**src/rtl/temp_ctrl_pkg.sv**
```systemverilog
// Shared types and constants for the temperature sample controller.
// Holds the state enum and the raw-to-tenths conversion constants.
package temp_ctrl_pkg;

  localparam int RAW_W  = 13;
  localparam int CALC_W = 17;

  typedef enum logic [2:0] {
    IDLE,
    REQ,
    CALC,
    WRITE,
    ERR
  } state_e;

  // Raw LSB is 1/16 degC; x5>>>3 gives tenths of degC, x9>>>3 gives tenths of a F-degree.
  localparam logic signed [CALC_W-1:0] C_SCALE         = 17'sd5;
  localparam logic signed [CALC_W-1:0] F_SCALE         = 17'sd9;
  localparam logic signed [CALC_W-1:0] F_OFFSET_TENTHS = 17'sd320;
  localparam int                       SCALE_SHIFT     = 3;

endpackage

```
**src/rtl/temp_scale.sv**
```systemverilog
// Combinational conversion of a raw 1/16 degC reading into tenths of a degree,
// returned as sign plus 13-bit magnitude.
module temp_scale
  import temp_ctrl_pkg::*;
(
  input  logic [RAW_W-1:0] raw_i,
  input  logic             select_cf_i,
  output logic [RAW_W-1:0] mag_o,
  output logic             neg_o
);

  logic signed [CALC_W-1:0] raw_ext;
  logic signed [CALC_W-1:0] v;

  always_comb begin
    raw_ext = {{(CALC_W-RAW_W){raw_i[RAW_W-1]}}, raw_i};
    // Arithmetic shift floors toward minus infinity, so -1/16 degC reads as -0.1.
    if (select_cf_i) v = ((raw_ext * F_SCALE) >>> SCALE_SHIFT) + F_OFFSET_TENTHS;
    else             v = (raw_ext * C_SCALE) >>> SCALE_SHIFT;
  end

  assign neg_o = v[CALC_W-1];
  assign mag_o = RAW_W'(neg_o ? -v : v);

endmodule

```
**src/rtl/temp_sample_ctrl.sv**
```systemverilog
// Periodic sensor sampler: requests a reading every SAMPLE_CYCLES, converts it to
// tenths of C/F, recomputes on a C/F change. Define TEMP_SAMPLE_CTRL_TIMEOUT_EN for ack timeout.
module temp_sample_ctrl
  import temp_ctrl_pkg::*;
#(
  parameter int unsigned SAMPLE_CYCLES  = 100_000_000,
  parameter int unsigned TIMEOUT_CYCLES = 1024
) (
  input  logic             clk,
  input  logic             rst_n,
  input  logic             select_cf,
  input  logic             sens_ack,
  input  logic [RAW_W-1:0] sens_data,
  output logic             sens_req,
  output logic [RAW_W-1:0] temp,
  output logic             neg,
  output logic             temp_valid,
  output logic             err
);

  localparam int unsigned CNT_W = $clog2(SAMPLE_CYCLES);

  if (SAMPLE_CYCLES < 8 || TIMEOUT_CYCLES < 1) begin : g_bad_param
    $error("temp_sample_ctrl: SAMPLE_CYCLES must be >= 8 and TIMEOUT_CYCLES >= 1");
  end

  state_e           state_q, state_d;
  logic [CNT_W-1:0] cnt_q, cnt_d;
  logic             expire;
  logic             pending_q, pending_d;
  logic [RAW_W-1:0] raw_q, raw_d;
  logic             raw_valid_q, raw_valid_d;
  logic             cf_used_q, cf_used_d;
  logic [RAW_W-1:0] mag_q, mag_d;
  logic             sneg_q, sneg_d;
  logic [RAW_W-1:0] temp_q, temp_d;
  logic             neg_q, neg_d;
  logic             temp_valid_q, temp_valid_d;
  logic             sens_req_q, sens_req_d;
  logic [RAW_W-1:0] scale_mag;
  logic             scale_neg;

  temp_scale u_scale (
    .raw_i       (raw_q),
    .select_cf_i (select_cf),
    .mag_o       (scale_mag),
    .neg_o       (scale_neg)
  );

  assign expire = (cnt_q == '0);
  assign cnt_d  = expire ? CNT_W'(SAMPLE_CYCLES - 1) : cnt_q - 1'b1;

`ifdef TEMP_SAMPLE_CTRL_TIMEOUT_EN
  localparam int unsigned TO_W = $clog2(TIMEOUT_CYCLES + 1);

  logic [TO_W-1:0] to_q, to_d;
  logic            err_q, err_d;

  always_ff @(posedge clk or negedge rst_n) begin
    if (!rst_n) begin
      to_q  <= '0;
      err_q <= 1'b0;
    end else begin
      to_q  <= to_d;
      err_q <= err_d;
    end
  end

  assign err = err_q;
`else
  assign err = 1'b0;
`endif

  always_comb begin
    // NOTE: every combinational output gets a default first, so no branch can infer a latch.
    state_d      = state_q;
    pending_d    = pending_q | expire;
    raw_d        = raw_q;
    raw_valid_d  = raw_valid_q;
    cf_used_d    = cf_used_q;
    mag_d        = mag_q;
    sneg_d       = sneg_q;
    temp_d       = temp_q;
    neg_d        = neg_q;
    temp_valid_d = 1'b0;
`ifdef TEMP_SAMPLE_CTRL_TIMEOUT_EN
    err_d        = err_q;
    to_d         = '0;
`endif
    unique case (state_q)
      IDLE: begin
        if (pending_q || expire) begin
          pending_d = 1'b0;
          state_d   = REQ;
        end else if (raw_valid_q && (select_cf != cf_used_q)) begin
          state_d = CALC;
        end
      end
      REQ: begin
        if (sens_ack) begin
          raw_d       = sens_data;
          raw_valid_d = 1'b1;
          state_d     = CALC;
        end
`ifdef TEMP_SAMPLE_CTRL_TIMEOUT_EN
        else if (to_q == TO_W'(TIMEOUT_CYCLES - 1)) begin
          state_d = ERR;
        end else begin
          to_d = to_q + 1'b1;
        end
`endif
      end
      CALC: begin
        cf_used_d = select_cf;
        mag_d     = scale_mag;
        sneg_d    = scale_neg;
        state_d   = WRITE;
      end
      WRITE: begin
        temp_d       = mag_q;
        neg_d        = sneg_q;
        temp_valid_d = 1'b1;
`ifdef TEMP_SAMPLE_CTRL_TIMEOUT_EN
        err_d        = 1'b0;
`endif
        state_d      = IDLE;
      end
      ERR: begin
`ifdef TEMP_SAMPLE_CTRL_TIMEOUT_EN
        err_d   = 1'b1;
`endif
        state_d = IDLE;
      end
      default: state_d = IDLE;
    endcase
  end

  // Request is registered off the next state so it rises on REQ entry and falls right after the ack.
  assign sens_req_d = (state_d == REQ);

  always_ff @(posedge clk or negedge rst_n) begin
    if (!rst_n) begin
      state_q      <= IDLE;
      cnt_q        <= CNT_W'(SAMPLE_CYCLES - 1);
      pending_q    <= 1'b0;
      raw_q        <= '0;
      raw_valid_q  <= 1'b0;
      cf_used_q    <= 1'b0;
      mag_q        <= '0;
      sneg_q       <= 1'b0;
      temp_q       <= '0;
      neg_q        <= 1'b0;
      temp_valid_q <= 1'b0;
      sens_req_q   <= 1'b0;
    end else begin
      // NOTE: non-blocking assignments so every register samples pre-edge values.
      state_q      <= state_d;
      cnt_q        <= cnt_d;
      pending_q    <= pending_d;
      raw_q        <= raw_d;
      raw_valid_q  <= raw_valid_d;
      cf_used_q    <= cf_used_d;
      mag_q        <= mag_d;
      sneg_q       <= sneg_d;
      temp_q       <= temp_d;
      neg_q        <= neg_d;
      temp_valid_q <= temp_valid_d;
      sens_req_q   <= sens_req_d;
    end
  end

  assign sens_req   = sens_req_q;
  assign temp       = temp_q;
  assign neg        = neg_q;
  assign temp_valid = temp_valid_q;

endmodule

```
**config.mk**
```make
export PLATFORM = sky130hd
export DESIGN_NAME = temp_sample_ctrl
export DESIGN_NICKNAME = d
export VERILOG_FILES = /design/src/rtl/temp_ctrl_pkg.sv /design/src/rtl/temp_scale.sv /design/src/rtl/temp_sample_ctrl.sv
export SDC_FILE = /design/constraint.sdc
export NUM_CORES = 1
export LEC_CHECK = 0
export CAP_MARGIN = 20
export CORE_AREA = 2 2 131 133
export DETAILED_ROUTE_END_ITERATION = 10
export DIE_AREA = 0 0 133 135
export GPL_ROUTABILITY_DRIVEN = 0
export PLACE_DENSITY = 0.46
export SKIP_LAST_GASP = 1
export SYNTH_ARGS = -nofsm -noshare
export SYNTH_HDL_FRONTEND = slang
export SYNTH_SLANG_ARGS = --single-unit
```
**constraint.sdc**
```tcl
create_clock -name clk -period 3.7 [get_ports clk]
set_input_delay 0.74 -clock clk [delete_from_list [all_inputs] [get_ports clk]]
set_output_delay 0.74 -clock clk [all_outputs]
set_load 0.1 [all_outputs]
```
---- Yosys cells after proc, flatten, opt, wreduce, memory -nomap -nowiden ----
Index checks and enable logic that the tools add are counted.
word-level totals
  register bits ........................... 76
  bits of input ports ..................... 17
  output and inout bits ................... 17
  logic and storage cells ................. 38
cells by class
  $add $sub $neg .......................... 3
  multipliers ............................. 2
  eq/ne operators ......................... 5
  mux-type cells .......................... 10
  bitwise logic cells ..................... 1
  reduce and logical (&&, ||, !) cells .... 5
operators with widths
  kind                                                 number
  logical NOT 27 bit                                   1
  two-way mux 27 bit                                   1
  subtractor 27 x 1 -> 27 bit, second input constant   1
  multiplier 13 x 4 -> 17 bit, second input constant   1
  multiplier 13 x 5 -> 17 bit, second input constant   1
  two-way mux 17 bit                                   1
  adder 14 x 10 -> 15 bit, second input constant       1
  two-way mux 13 bit                                   1
  negation 13 bit                                      1
  two-way mux 3 bit                                    3
  case mux 3 bit (3 select lines)                      1
  equality test 3 x 1 -> 1 bit, second input constant  2
  equality test 3 x 2 -> 1 bit, second input constant  2
  logical NOT 3 bit                                    1
  two-way mux 1 bit                                    3
  AND reduction 2 bit                                  1
  logical AND 1 bit                                    1
  logical OR 1 bit                                     1
  inequality test 1 bit                                1
  OR 1 bit                                             1

---- Depth between registers and ports, before layout ----
  depth in word-level cells ............... 6
  depth in mapped cells ................... 17
  mapped depth without buffers ............ 17

---- By module ----
From an unflattened synthesis, not the netlist that was laid out.
unflattened totals
  cells, all modules ...................... 533
  area total of the unflattened synthesis .. 5372.7 um^2
modules (own cells, without submodules)
  module            times used  cells each  area each (um^2)  seq. area each (um^2)
  temp_sample_ctrl  1           265         3264.4            1925.6
  temp_scale        1           268         2108.3            0.0

---- Least setup slack after synthesis ----
Ideal clock, no wire load.
  path kind ............................... reg-to-reg
  from .................................... register raw_q[5]
  to ...................................... register mag_q[12]
  library setup time ...................... 0.129 ns
  arrival ................................. 3.389 ns
  required time ........................... 3.571 ns
  path slack .............................. 0.183 ns
  cell stages (with the launch flop) ...... 16
  path through ............................ dfrtp_1 -> ha_1 -> ha_1 -> a211o_1 -> a21oi_1 -> xor2_1 -> inv_1 -> ha_1 -> and2_1 -> a31oi_1 -> nand3_1 -> nand2b_1 -> nor3b_2 -> a31oi_2 -> xnor2_1 -> o21ai_1
on the way
  longest elaborated chain between the ends .. 5
RTL lines
  item                         RTL line                 RTL
  start, declared              temp_sample_ctrl.sv:31   logic [RAW_W-1:0] raw_q, raw_d;
  start signal, assigned       temp_sample_ctrl.sv:160  raw_q <= raw_d;
  multiplier 13 x 5 -> 17 bit  temp_scale.sv:18         if (select_cf_i) v = ((raw_ext * F_SCALE) >>> SCALE_SHIFT) + F_OFFSET_TENTHS;
  adder 14 x 10 -> 15 bit      temp_scale.sv:18
  two-way mux 17 bit *         temp_scale.sv:18
  negation 13 bit              temp_scale.sv:23         assign mag_o = RAW_W'(neg_o ? -v : v);
  two-way mux 13 bit *         temp_scale.sv:23
  end signal, assigned         temp_sample_ctrl.sv:163  mag_q <= mag_d;
  end, declared                temp_sample_ctrl.sv:34   logic [RAW_W-1:0] mag_q, mag_d;
Every way passes the cells marked *; elsewhere a longest branch is shown, timed or not.
A chain may end at the register's enable or synchronous reset.

---- Worst setup path in the final report ----
Same ends and word-level chain as after synthesis.

==> flow_summary.json <==
{
  "maxCapViolations": 0,
  "vias_per_cell": 4.79,
  "crit_type": "flop to flop",
  "cts_max_level": 3,
  "fmax_mhz": 281,
  "period_minus_slack_ps": 3560,
  "drtAntennaViolNets": 0,
  "syn_area_per_cell_um2": 9.60,
  "final_cell_count_no_fill": 787,
  "final_common_cell": "nand2_1",
  "mappedNetlistArea_mm2": 0.00487,
  "fin_setup_tns_ps": 0,
  "top_layer": "met4",
  "setup_viol": 0,
  "first_pass_iters": 6,
  "vias": 3770,
  "timing.hold.ws_ps": 456,
  "drtIter0Drc": 223,
  "yosysTopAreaCellShare_pct": 29.3,
  "start_util_pct": 29.7,
  "max_slew_margin_pct": 35.3,
  "crit_fanout": 5,
  "hold_path_class": "flop to flop",
  "post-place-cells": 768,
  "synthTopCellsByArea": "dfrtp_1 29%, ha_1 12%, dfstp_2 10%",
  "die_w_um": 133,
  "port_buffers": 32,
  "mostFrequentLayoutCells": "81 x nand2_1, 53 x dfrtp_1, 42 x ha_1, 31 x clkdlybuf4s50_1, 30 x xnor2_1",
  "skew_ps": 9.19,
  "multi_input_area_mm2": 0.00293,
  "ys_ff_latch": 76,
  "yosysTopAreaCell": "dfrtp_1",
  "status": "completed",
  "final-seq-area_mm2": 0.00193,
  "fin_util_pct": 36.7,
  "synth.distinct_cells": 63,
  "syn_inst": 507,
  "grt_first_pass_wirelength_um": 18200,
  "cts_hold_buf": 0,
  "wl_met3_um": 327,
  "clkTransAtPathRegs_ps": 60,
  "core_area_mm2": 0.0164,
  "hpwl_um": 7990,
  "setup.worst_path.end_class": "flop",
  "num-fill-cells": 1653,
  "grt_pass1_vias": 3707,
  "finalCritPeriodShare_pct": 96.2,
  "final_max_slew_viol_count": 0,
  "crit_required_ps": 3900,
  "crit_path_start_kind": "flop",
  "drt-total-wl_um": 10800,
  "rows": 47,
  "synthToLayoutAreaGrowth_pct": 23.6,
  "grt_max_degree": 77,
  "synth.yosys.seq_area_share_pct": 39.5,
  "cts_num_sinks": 76,
  "wl_met2_um": 4870,
  "synth_top_flop_cell": "dfrtp_1",
  "worst_pin_slew_ps": 968,
  "drive_gt1_share_pct": 19.8,
  "layout.nets": 626,
  "grt-ovfl-total": 0,
  "route.detailed.drc": 0,
  "io_pins": 34,
  "worstPathArrival_ps": 3750,
  "gr-usage-all-layers_pct": 12.7,
  "cts_buffers": 9,
  "clockBufferDepth": 2,
  "cts_tree": "done",
  "die_area_mm2": 0.0180,
  "n_antenna_cell": 0,
  "async_reset_ff_share_pct": 100,
  "die_h_um": 135,
  "synth_edf_count": 0,
  "hold_viol": 0,
  "antenna_found_initial": 0,
  "wl_met1_um": 5490,
  "cts_root_buf": "clkbuf_16",
  "detail_route.wl_per_cell_um": 13.7,
  "clk_latency_ps": 340,
  "ys.warnings.count": 0
}
[cells in the mapped netlist (all sizes together) (4+ instances only)]
cell type / count
xor2: 16
dfrtp: 57
nor3: 14
nor2: 29
a211oi: 4
a31oi: 4
ha: 45
clkbuf: 12
a31o: 4
a211o: 5
inv: 15
xnor2: 30
nor4: 6
nand3: 12
o31ai: 5
dfstp: 19
a21oi: 15
or4: 9
mux2: 13
o21ai: 29
nor3b: 4
nand2b: 6
nand3b: 4
o21a: 5
o211ai: 6
or3: 8
and3: 4
a21o: 5
nand2: 81
buf: 4
[per-stage QoR]
stage	setup WS, ps	cell area, um2
2_1_floorplan	183	4870
6_report	142	6020
5_1_grt	-25.6	6020
3_5_place_dp	-97.1	5580
3_3_place_gp	-63.4	5580
4_1_cts	16.0	5900
[worst max-delay path, stage by stage, from the launching register on]
cell and delay (ps):
dfrtp_2 450, ha_1 310, ha_1 350, a21o_1 230, a211o_1 340, a211oi_4 280
a311oi_2 70, a211o_1 350, or4b_1 480, o221a_2 160, a31oi_2 180, xnor2_1 130
o21ai_1 70
[cell families after synthesis]
group	after synthesis	share of synthesized area, %
compound gates	100	14.4
xor+xnor	46	8.27
fa+ha+maj	47	12.4
buf+inv	31	2.57
flops	76	39.5
mux	16	3.62
other cells	1	0.0770
simple gates	190	19.1
[worst paths after layout]
kind	startpoint	endpoint	slack, ps	depth (start not counted)
max	raw_q[5]$_DFFE_PN0P_	mag_q[12]$_DFFE_PN0N_	140	12
min	cnt_q[0]$_DFF_PN1_	cnt_q[0]$_DFF_PN1_	460	1
max reg2reg	raw_q[5]$_DFFE_PN0P_	mag_q[12]$_DFFE_PN0N_	140	12
min reg2reg	cnt_q[0]$_DFF_PN1_	cnt_q[0]$_DFF_PN1_	460	1
max in group asynchronous	rst_n	raw_q[4]$_DFFE_PN0P_	2470	1
min in group asynchronous	rst_n	cnt_q[9]$_DFF_PN0_	570	1
[state kept, by name (all words and copies together), names as in the netlist]
register	count
cf_used_q	1
cnt_q	27
mag_q	13
neg	1
pending_q	1
raw_q	13
raw_valid_q	1
sens_req	1
sneg_q	1
state_q	3
temp	13
temp_valid	1
[layer usage]
layer	vias to the layer above	track usage, %
met5	-	0
li1	1927	-
met3	10	2.85
met1	1788	17.3
met4	0	4.42
met2	45	19.9
[timing repair]
action | CTS | global route
pin swaps | 2 | 6
resized for setup | 3 | 21
buffers inserted | 1 | 2
setup endpoints to repair | 11 | 12
hold endpoints to repair | 0 | 0
[layout make-up]
| type | count | area share (%) |
|---|---|---|
| multi-input combinational | 401 | 48.7 |
| sequential | 76 | 32.1 |
| timing repair buffer | 59 | 8.65 |
| tap | 220 | 4.57 |
| clock buffer | 11 | 4.03 |
| clock inverter | 5 | 0.998 |
| inverter | 15 | 0.935 |
Power is left out: the tool's default activity adds up to more than one toggle a clock period on the data nets, which glitch-free logic cannot reach.
